===== src/rtl/field_pack_serializer_pkg.sv =====
// Shared constants, state type and word-packing helpers for the 5-bit field packer/serializer.
package field_pack_pkg;

    localparam int FIELD_W    = 5;
    localparam int NUM_FIELDS = 6;
    localparam int BYTE_W     = 8;
    localparam int WORD_W     = 32;
    localparam int NUM_BYTES  = 4;

    typedef enum logic [0:0] {
        COLLECT = 1'b0,
        EMIT    = 1'b1
    } fps_state_t;

    // Slot 0 is field a and lands in word bits [31:27].
    typedef logic [NUM_FIELDS-1:0][FIELD_W-1:0] fields_t;

    function automatic logic [WORD_W-1:0] pack_word(input fields_t fields, input logic [1:0] tail);
        logic [WORD_W-1:0] w;
        w = '0;
        for (int i = 0; i < NUM_FIELDS; i++) begin
            w[WORD_W-1-FIELD_W*i -: FIELD_W] = fields[i];
        end
        w[1:0] = tail;
        return w;
    endfunction

    function automatic logic [BYTE_W-1:0] byte_at(input logic [WORD_W-1:0] w, input logic [1:0] idx);
        case (idx)
            2'd0:    byte_at = w[31:24];
            2'd1:    byte_at = w[23:16];
            2'd2:    byte_at = w[15:8];
            2'd3:    byte_at = w[7:0];
            default: byte_at = 8'h00;
        endcase
    endfunction

endpackage


===== src/rtl/field_pack_serializer_if.sv =====
// Field input stream and byte output stream of the packer/serializer.
interface field_pack_serializer_if
    import field_pack_pkg::*;
#(
    parameter int CNT_W = 8
);
    logic               in_valid;
    logic [FIELD_W-1:0] in_field;
    logic               in_ready;
    logic               out_valid;
    logic [BYTE_W-1:0]  out_byte;
    logic               out_ready;
    logic               out_last;
    logic [CNT_W-1:0]   groups_done;

    modport master (
        output in_valid, in_field, out_ready,
        input  in_ready, out_valid, out_byte, out_last, groups_done
    );

    modport slave (
        input  in_valid, in_field, out_ready,
        output in_ready, out_valid, out_byte, out_last, groups_done
    );
endinterface


===== src/rtl/field_pack_serializer_accum.sv =====
// Six-slot field accumulator; word_o includes a field being pushed this cycle so the
// completed word is available on the 6th handshake.
module field_pack_accum
    import field_pack_pkg::*;
#(
    parameter logic [1:0] TAIL = 2'b11
)
(
    input  logic               clk_i,
    input  logic               reset_i,
    input  logic               push_i,
    input  logic [FIELD_W-1:0] field_i,
    output logic               done_o,
    output logic [WORD_W-1:0]  word_o
);
    localparam logic [2:0] LAST_SLOT = 3'(NUM_FIELDS - 1);

    fields_t    slots_q;
    fields_t    merged_s;
    logic [2:0] fcnt_q;

    // Slot storage and fill counter; slots keep a completed group until overwritten.
    always_ff @(posedge clk_i) begin
        if (reset_i) begin
            slots_q <= '0;
            fcnt_q  <= 3'd0;
        end else if (push_i) begin
            slots_q[fcnt_q] <= field_i;
            fcnt_q          <= (fcnt_q == LAST_SLOT) ? 3'd0 : fcnt_q + 3'd1;
        end
    end

    // Merge the incoming field so the packed word is complete on the final push.
    always_comb begin
        merged_s = slots_q;
        done_o   = 1'b0;
        if (push_i) begin
            merged_s[fcnt_q] = field_i;
            done_o           = (fcnt_q == LAST_SLOT);
        end else begin
            merged_s = slots_q;
            done_o   = 1'b0;
        end
        word_o = pack_word(merged_s, TAIL);
    end

endmodule


===== src/rtl/field_pack_serializer.sv =====
// Packs six 5-bit fields plus TAIL into a 32-bit word and emits it MSB byte first.
// FIELD_PACK_SERIALIZER_OVERLAP_EN adds a second accumulator so collection overlaps emission.
module field_pack_serializer
    import field_pack_pkg::*;
#(
    parameter logic [1:0] TAIL  = 2'b11,
    parameter int         CNT_W = 8
)
(
    input  logic                     clk,
    input  logic                     reset,
    field_pack_serializer_if.slave   bus
);
    fps_state_t         state_q;
    logic [WORD_W-1:0]  word_q;
    logic [1:0]         idx_q;
    logic               out_valid_q;
    logic               out_last_q;
    logic [BYTE_W-1:0]  out_byte_q;
    logic               in_ready_q;
    logic [CNT_W-1:0]   groups_q;

    logic               in_hs_s;
    logic               out_hs_s;
    logic               last_hs_s;
    logic               col_done_s;
    logic [WORD_W-1:0]  col_word_s;
    logic               load_en_d;
    logic [WORD_W-1:0]  load_word_d;
    logic               in_ready_d;

    assign in_hs_s   = bus.in_valid & in_ready_q;
    assign out_hs_s  = out_valid_q & bus.out_ready;
    assign last_hs_s = out_hs_s & (idx_q == 2'd3);

`ifdef FIELD_PACK_SERIALIZER_OVERLAP_EN
    logic               sel_q;
    logic               pend_q;
    logic               pend_set_d;
    logic               pend_clr_d;
    logic               sel_flip_d;
    logic               done0_s;
    logic               done1_s;
    logic [WORD_W-1:0]  word0_s;
    logic [WORD_W-1:0]  word1_s;
    logic [WORD_W-1:0]  pend_word_s;

    field_pack_accum #(.TAIL(TAIL)) u_acc0 (
        .clk_i   (clk),
        .reset_i (reset),
        .push_i  (in_hs_s & ~sel_q),
        .field_i (bus.in_field),
        .done_o  (done0_s),
        .word_o  (word0_s)
    );

    field_pack_accum #(.TAIL(TAIL)) u_acc1 (
        .clk_i   (clk),
        .reset_i (reset),
        .push_i  (in_hs_s & sel_q),
        .field_i (bus.in_field),
        .done_o  (done1_s),
        .word_o  (word1_s)
    );

    // sel_q names the collecting accumulator; the other one holds any pending group.
    assign col_done_s  = sel_q ? done1_s : done0_s;
    assign col_word_s  = sel_q ? word1_s : word0_s;
    assign pend_word_s = sel_q ? word0_s : word1_s;

    // Decide when a word loads, when a completed group must wait, and next in_ready.
    always_comb begin
        load_en_d   = 1'b0;
        load_word_d = col_word_s;
        pend_set_d  = 1'b0;
        pend_clr_d  = 1'b0;
        sel_flip_d  = 1'b0;
        case (state_q)
            COLLECT: begin
                if (in_hs_s && col_done_s) begin
                    load_en_d  = 1'b1;
                    sel_flip_d = 1'b1;
                end else begin
                    load_en_d  = 1'b0;
                end
            end
            EMIT: begin
                if (last_hs_s) begin
                    if (pend_q) begin
                        load_en_d   = 1'b1;
                        load_word_d = pend_word_s;
                        pend_clr_d  = 1'b1;
                    end else if (in_hs_s && col_done_s) begin
                        load_en_d  = 1'b1;
                        sel_flip_d = 1'b1;
                    end else begin
                        load_en_d  = 1'b0;
                    end
                end else if (in_hs_s && col_done_s) begin
                    pend_set_d = 1'b1;
                    sel_flip_d = 1'b1;
                end else begin
                    pend_set_d = 1'b0;
                end
            end
            default: begin
                load_en_d = 1'b0;
            end
        endcase
        in_ready_d = ~(pend_set_d | (pend_q & ~pend_clr_d));
    end

    // Pending-group bookkeeping for the overlapped build.
    always_ff @(posedge clk) begin
        if (reset) begin
            sel_q  <= 1'b0;
            pend_q <= 1'b0;
        end else begin
            if (sel_flip_d) begin
                sel_q <= ~sel_q;
            end
            if (pend_set_d) begin
                pend_q <= 1'b1;
            end else if (pend_clr_d) begin
                pend_q <= 1'b0;
            end
        end
    end
`else
    field_pack_accum #(.TAIL(TAIL)) u_acc0 (
        .clk_i   (clk),
        .reset_i (reset),
        .push_i  (in_hs_s),
        .field_i (bus.in_field),
        .done_o  (col_done_s),
        .word_o  (col_word_s)
    );

    // Decide when a word loads and whether fields are accepted next cycle.
    always_comb begin
        load_word_d = col_word_s;
        if ((state_q == COLLECT) && in_hs_s && col_done_s) begin
            load_en_d = 1'b1;
        end else begin
            load_en_d = 1'b0;
        end
        in_ready_d = ((state_q == COLLECT) && !load_en_d) || last_hs_s;
    end
`endif

    // Main FSM with registered stream outputs.
    always_ff @(posedge clk) begin
        if (reset) begin
            state_q     <= COLLECT;
            word_q      <= '0;
            idx_q       <= 2'd0;
            out_valid_q <= 1'b0;
            out_byte_q  <= 8'h00;
            out_last_q  <= 1'b0;
            in_ready_q  <= 1'b0;
            groups_q    <= '0;
        end else begin
            in_ready_q <= in_ready_d;
            if (last_hs_s) begin
                groups_q <= groups_q + {{(CNT_W-1){1'b0}}, 1'b1};
            end
            if (load_en_d) begin
                state_q     <= EMIT;
                word_q      <= load_word_d;
                idx_q       <= 2'd0;
                out_valid_q <= 1'b1;
                out_byte_q  <= byte_at(load_word_d, 2'd0);
                out_last_q  <= 1'b0;
            end else begin
                case (state_q)
                    COLLECT: begin
                        out_valid_q <= 1'b0;
                        out_last_q  <= 1'b0;
                    end
                    EMIT: begin
                        if (out_hs_s) begin
                            if (idx_q == 2'd3) begin
                                state_q     <= COLLECT;
                                idx_q       <= 2'd0;
                                out_valid_q <= 1'b0;
                                out_last_q  <= 1'b0;
                            end else begin
                                idx_q      <= idx_q + 2'd1;
                                out_byte_q <= byte_at(word_q, idx_q + 2'd1);
                                out_last_q <= (idx_q == 2'd2);
                            end
                        end
                    end
                    default: begin
                        state_q     <= COLLECT;
                        out_valid_q <= 1'b0;
                        out_last_q  <= 1'b0;
                    end
                endcase
            end
        end
    end

    assign bus.in_ready    = in_ready_q;
    assign bus.out_valid   = out_valid_q;
    assign bus.out_byte    = out_byte_q;
    assign bus.out_last    = out_last_q;
    assign bus.groups_done = groups_q;

endmodule


===== src/flat_wrapper.sv =====
// flat-port wrapper written by rule: the top's interface ports become plain ports
module field_pack_serializer_flat import field_pack_pkg::*;
#(
    parameter logic [1:0] TAIL  = 2'b11,
    parameter int         CNT_W = 8
)
  (clk, reset, bus_in_valid, bus_in_field, bus_out_ready, bus_in_ready, bus_out_valid, bus_out_byte, bus_out_last, bus_groups_done);
  field_pack_serializer_if #(.CNT_W(CNT_W)) bus_i ();
  input  logic clk;
  input  logic reset;
  input wire logic [$bits(bus_i.in_valid)-1:0] bus_in_valid;
  input wire logic [$bits(bus_i.in_field)-1:0] bus_in_field;
  input wire logic [$bits(bus_i.out_ready)-1:0] bus_out_ready;
  output wire logic [$bits(bus_i.in_ready)-1:0] bus_in_ready;
  output wire logic [$bits(bus_i.out_valid)-1:0] bus_out_valid;
  output wire logic [$bits(bus_i.out_byte)-1:0] bus_out_byte;
  output wire logic [$bits(bus_i.out_last)-1:0] bus_out_last;
  output wire logic [$bits(bus_i.groups_done)-1:0] bus_groups_done;
  assign bus_i.in_valid = bus_in_valid;
  assign bus_i.in_field = bus_in_field;
  assign bus_i.out_ready = bus_out_ready;
  assign bus_in_ready = bus_i.in_ready;
  assign bus_out_valid = bus_i.out_valid;
  assign bus_out_byte = bus_i.out_byte;
  assign bus_out_last = bus_i.out_last;
  assign bus_groups_done = bus_i.groups_done;
  field_pack_serializer #(.TAIL(TAIL), .CNT_W(CNT_W)) u_core (.clk(clk), .reset(reset), .bus(bus_i));
endmodule

===== config.mk =====
export PLATFORM = sky130hd
export DESIGN_NAME = field_pack_serializer_flat
export DESIGN_NICKNAME = d
export VERILOG_FILES = /design/src/rtl/field_pack_serializer_pkg.sv /design/src/rtl/field_pack_serializer_if.sv /design/src/rtl/field_pack_serializer_accum.sv /design/src/rtl/field_pack_serializer.sv /design/src/flat_wrapper.sv
export SDC_FILE = /design/constraint.sdc
export NUM_CORES = 1
export LEC_CHECK = 0
export CORE_MARGIN = 2
export CORE_UTILIZATION = 50
export DETAILED_ROUTE_END_ITERATION = 10
export MAX_ROUTING_LAYER = met4
export PLACE_DENSITY = 0.74
export RECOVER_POWER = 50
export SYNTH_ARGS = -nofsm -noshare
export SYNTH_HDL_FRONTEND = slang
export SYNTH_SLANG_ARGS = --single-unit

===== constraint.sdc =====
create_clock -name clk -period 1.6 [get_ports clk]
set_clock_uncertainty 0.05 [all_clocks]
set_input_delay 0.48 -clock clk [delete_from_list [all_inputs] [get_ports clk]]
set_output_delay 0.48 -clock clk [all_outputs]
set_load 0.005 [all_outputs]

==> impl_metrics.ini <==
[hold_path]
holdPathStages = 2
whs_endpoint = u_core.word_q[1]
hp-class = in -> reg
min-delay-start = reset

[critical_path]
crit_chain = clkdlybuf4s15_1 > nand2_2 > or4_4 > buf_12 > mux2i_4 > o22ai_2
worstPathArrival_ps = 1800
crit_required_ps = 1810
cp_num_buf_inv = 2
cp_slowest_cell = or4_4
rr_worst_depth = 4
r2r_end = u_core.bus.out_byte[6]
critical_path_class = in -> reg
worstPathMaxFanout = 5
rr_startpoint = u_core.u_acc0.fcnt_q[1]
startpoint_type = input pin
cpPeakStageDelay_ps = 430
worst_path_dominant_cell_family = simple AND/OR/NAND/NOR gates
rrSetupSlack_ps = 10
critPathCaptureType = flop

[pwr]
power_leakage_nw = 1.62
power_mw = 3.63
ir_drop_mv = 0.657
p_per_area_nw_per_um2 = 931

[global_routing]
grt_usage = 0.241
grt_max_degree = 52
antenna_found_initial = 0
grt_pass1_wl_mm = 11.3
overflow = 0
grt_pass1_vias = 2285

[finish]
final_cell_mix = 62 x nor2_1, 59 x dfxtp_1, 37 x buf_4
stdcell_count = 437
regArea_sq_um = 1480
diodes = 0
drive_gt1_frac = 0.288
final_common_cell = nor2_1
final_area_sq_um = 3890
area_delta_synth_final_pct = 32.4
final_util = 0.695
num-nets-final = 375
multi_input_area_sq_um = 1440
nFillCells = 440

[placement]
hpwlAfterDp_mm = 4.53
io_buffers = 27
post_dp_cell_area_sq_um = 3500
routabilityCongestion = 0.819
dpl.cell_count = 415
detailedPlace.worstSlack_ps = -633

[sta]
hold_viol_final = 0
slew_violations = 0
fin_crit_ps = 1590
finalSetupViolCount = 0
worstMarginPinSlew_ps = 426
rsz0062_at_grt = true
fmax_ghz = 0.631
setup_slack_ps = 14.2
slew_headroom = 0.716
period_share = 0.991

[outcome]
status = complete, no violations

[synth]
synth_fp_nets = 319
synth_seq_area_share = 0.497
synth_area_sq_um = 2940
syn_inst = 305
synth_cell_types = 33
synth_seq_cells = 73
syn_area_per_cell_sq_um = 9.64
ys_warn_count = 0

[floorplan]
start_util = 0.525
fp.dieH_um = 80.7
io_pins = 28
fp.dieW_um = 80.7
die_area_sq_um = 6510
rows = 27
core_region_area_sq_um = 5610

[cts]
cts.clk_slew.worst_paths_ps = 70
htreeDepth = 3
clockBufferDepth = 2
cts_tree = built
cts.sinks = 73
clockRootBuffer = clkbuf_8
ctsHoldBuffers = 0
clk_latency_ps = 350
cts_made_buffers = 9

[routing]
route.vias.total = 2400
drcViolationCount = 0
finalWirelength_mm = 7.11
wl_per_cell_um = 16.3
first_pass_iters = 5
drt-initial-drc-count = 190
vias_per_cell = 5.49
ant_nets = 0

[run]
cap_violations = 0
==> what timing repair did <==
action	in CTS	in global routing
hold endpoints to repair	0	0
endpoints found under the setup margin	66	26
cloned	0	1
buffers inserted	4	3
gates resized for setup	39	28
pin swaps	1	4
==> per-stage QoR <==
| stage | setup TNS [ps] | hold WS [ps] |
|---|---|---|
| CTS | -7.29 | 396 |
| floorplan | 0 | 386 |
| global route | -98.0 | 418 |
| detailed placement | -29030 | 396 |
| finish | 0 | 408 |
| global placement | -26420 | 392 |
==> synth_stat cells <==
master	instances	area, sq um
a211oi_1	18	135
a21oi_1	20	100
a222oi_1	6	60.1
a22oi_1	2	15.0
and2_1	1	6.26
and3_1	4	25.0
and4b_2	1	11.3
buf_1	2	7.51
buf_2	5	25.0
buf_4	2	15.0
buf_6	3	33.8
clkbuf_1	16	60.1
dfxtp_1	73	1460
ha_1	5	62.6
inv_1	3	11.3
mux2i_1	23	230
mux2i_4	5	113
nand2_1	17	63.8
nand2b_1	3	18.8
nand3_1	3	15.0
nand3b_1	1	7.51
nand4_1	5	31.3
nand4b_1	1	8.76
nor2_1	63	236
nor3_4	1	16.3
nor3b_1	2	15.0
nor3b_2	1	12.5
o21ba_2	1	10.0
o22ai_1	8	50.1
or3_1	1	6.26
or4_1	1	7.51
xnor2_1	1	8.76
xor2_1	7	61.3
==> sequential cells by signal (all words and copies together), names as in the netlist <==
name / flops
u_core.bus.groups_done: 8
u_core.state_q: 1
u_core.u_acc0.fcnt_q: 3
u_core.bus.in_ready: 1
u_core.bus.out_valid: 1
u_core.u_acc0.slots_q: 25
u_core.idx_q: 2
u_core.bus.out_byte: 8
u_core.bus.out_last: 1
u_core.word_q: 23
==> logic make-up after synthesis <==
group,after synthesis,synth area share
AOI/OAI and AO/OA,55,0.126
buffers and inverters,31,0.0519
adders and majority gates,5,0.0213
xor gates and xnor gates,8,0.0238
DFF,73,0.497
and+or+nand+nor,105,0.164
muxes,28,0.117
==> routing by layer <==
| metal | vias to the layer above | part of all wire | global-route usage |
|---|---|---|---|
| li1 | 1173 | - | - |
| met1 | 1152 | 0.47 | 0.309 |
| met2 | 65 | 0.46 | 0.374 |
| met3 | 10 | 0.053 | 0.0483 |
| met4 | 0 | 0.014 | 0.100 |
| met5 | - | 0 | - |
==> layout make-up <==
cell class / instances / share of cell area
Inverter: 3 / 0.00353
Clock buffer: 9 / 0.0318
Sequential cell: 73 / 0.380
Tap cell: 72 / 0.0231
Clock inverter: 6 / 0.0238
Multi-Input combinational cell: 201 / 0.368
Timing Repair Buffer: 73 / 0.169
==> report_power, final <==
group / total, mW / internal, mW / switching, mW
combinational: 0.193 / 0.0964 / 0.0965
clock: 1.59 / 0.877 / 0.716
sequential: 1.84 / 1.83 / 0.0123
==> worst max path at each step <==
stage,startpoint,endpoint,slack [ps],cells after the start
floorplan,bus_in_valid,u_core.bus.out_byte[3],40,5
global placement,bus_in_valid,u_core.bus.out_byte[6],-590,6
detailed placement,bus_in_valid,u_core.bus.out_byte[3],-630,6
CTS,u_core.bus.in_ready,u_core.bus.out_byte[3],-5,6
global route,u_core.idx_q[1],u_core.bus.out_byte[6],-50,6
finish,bus_in_valid,u_core.bus.out_byte[6],10,6
(Power assumes the default switching activity.)
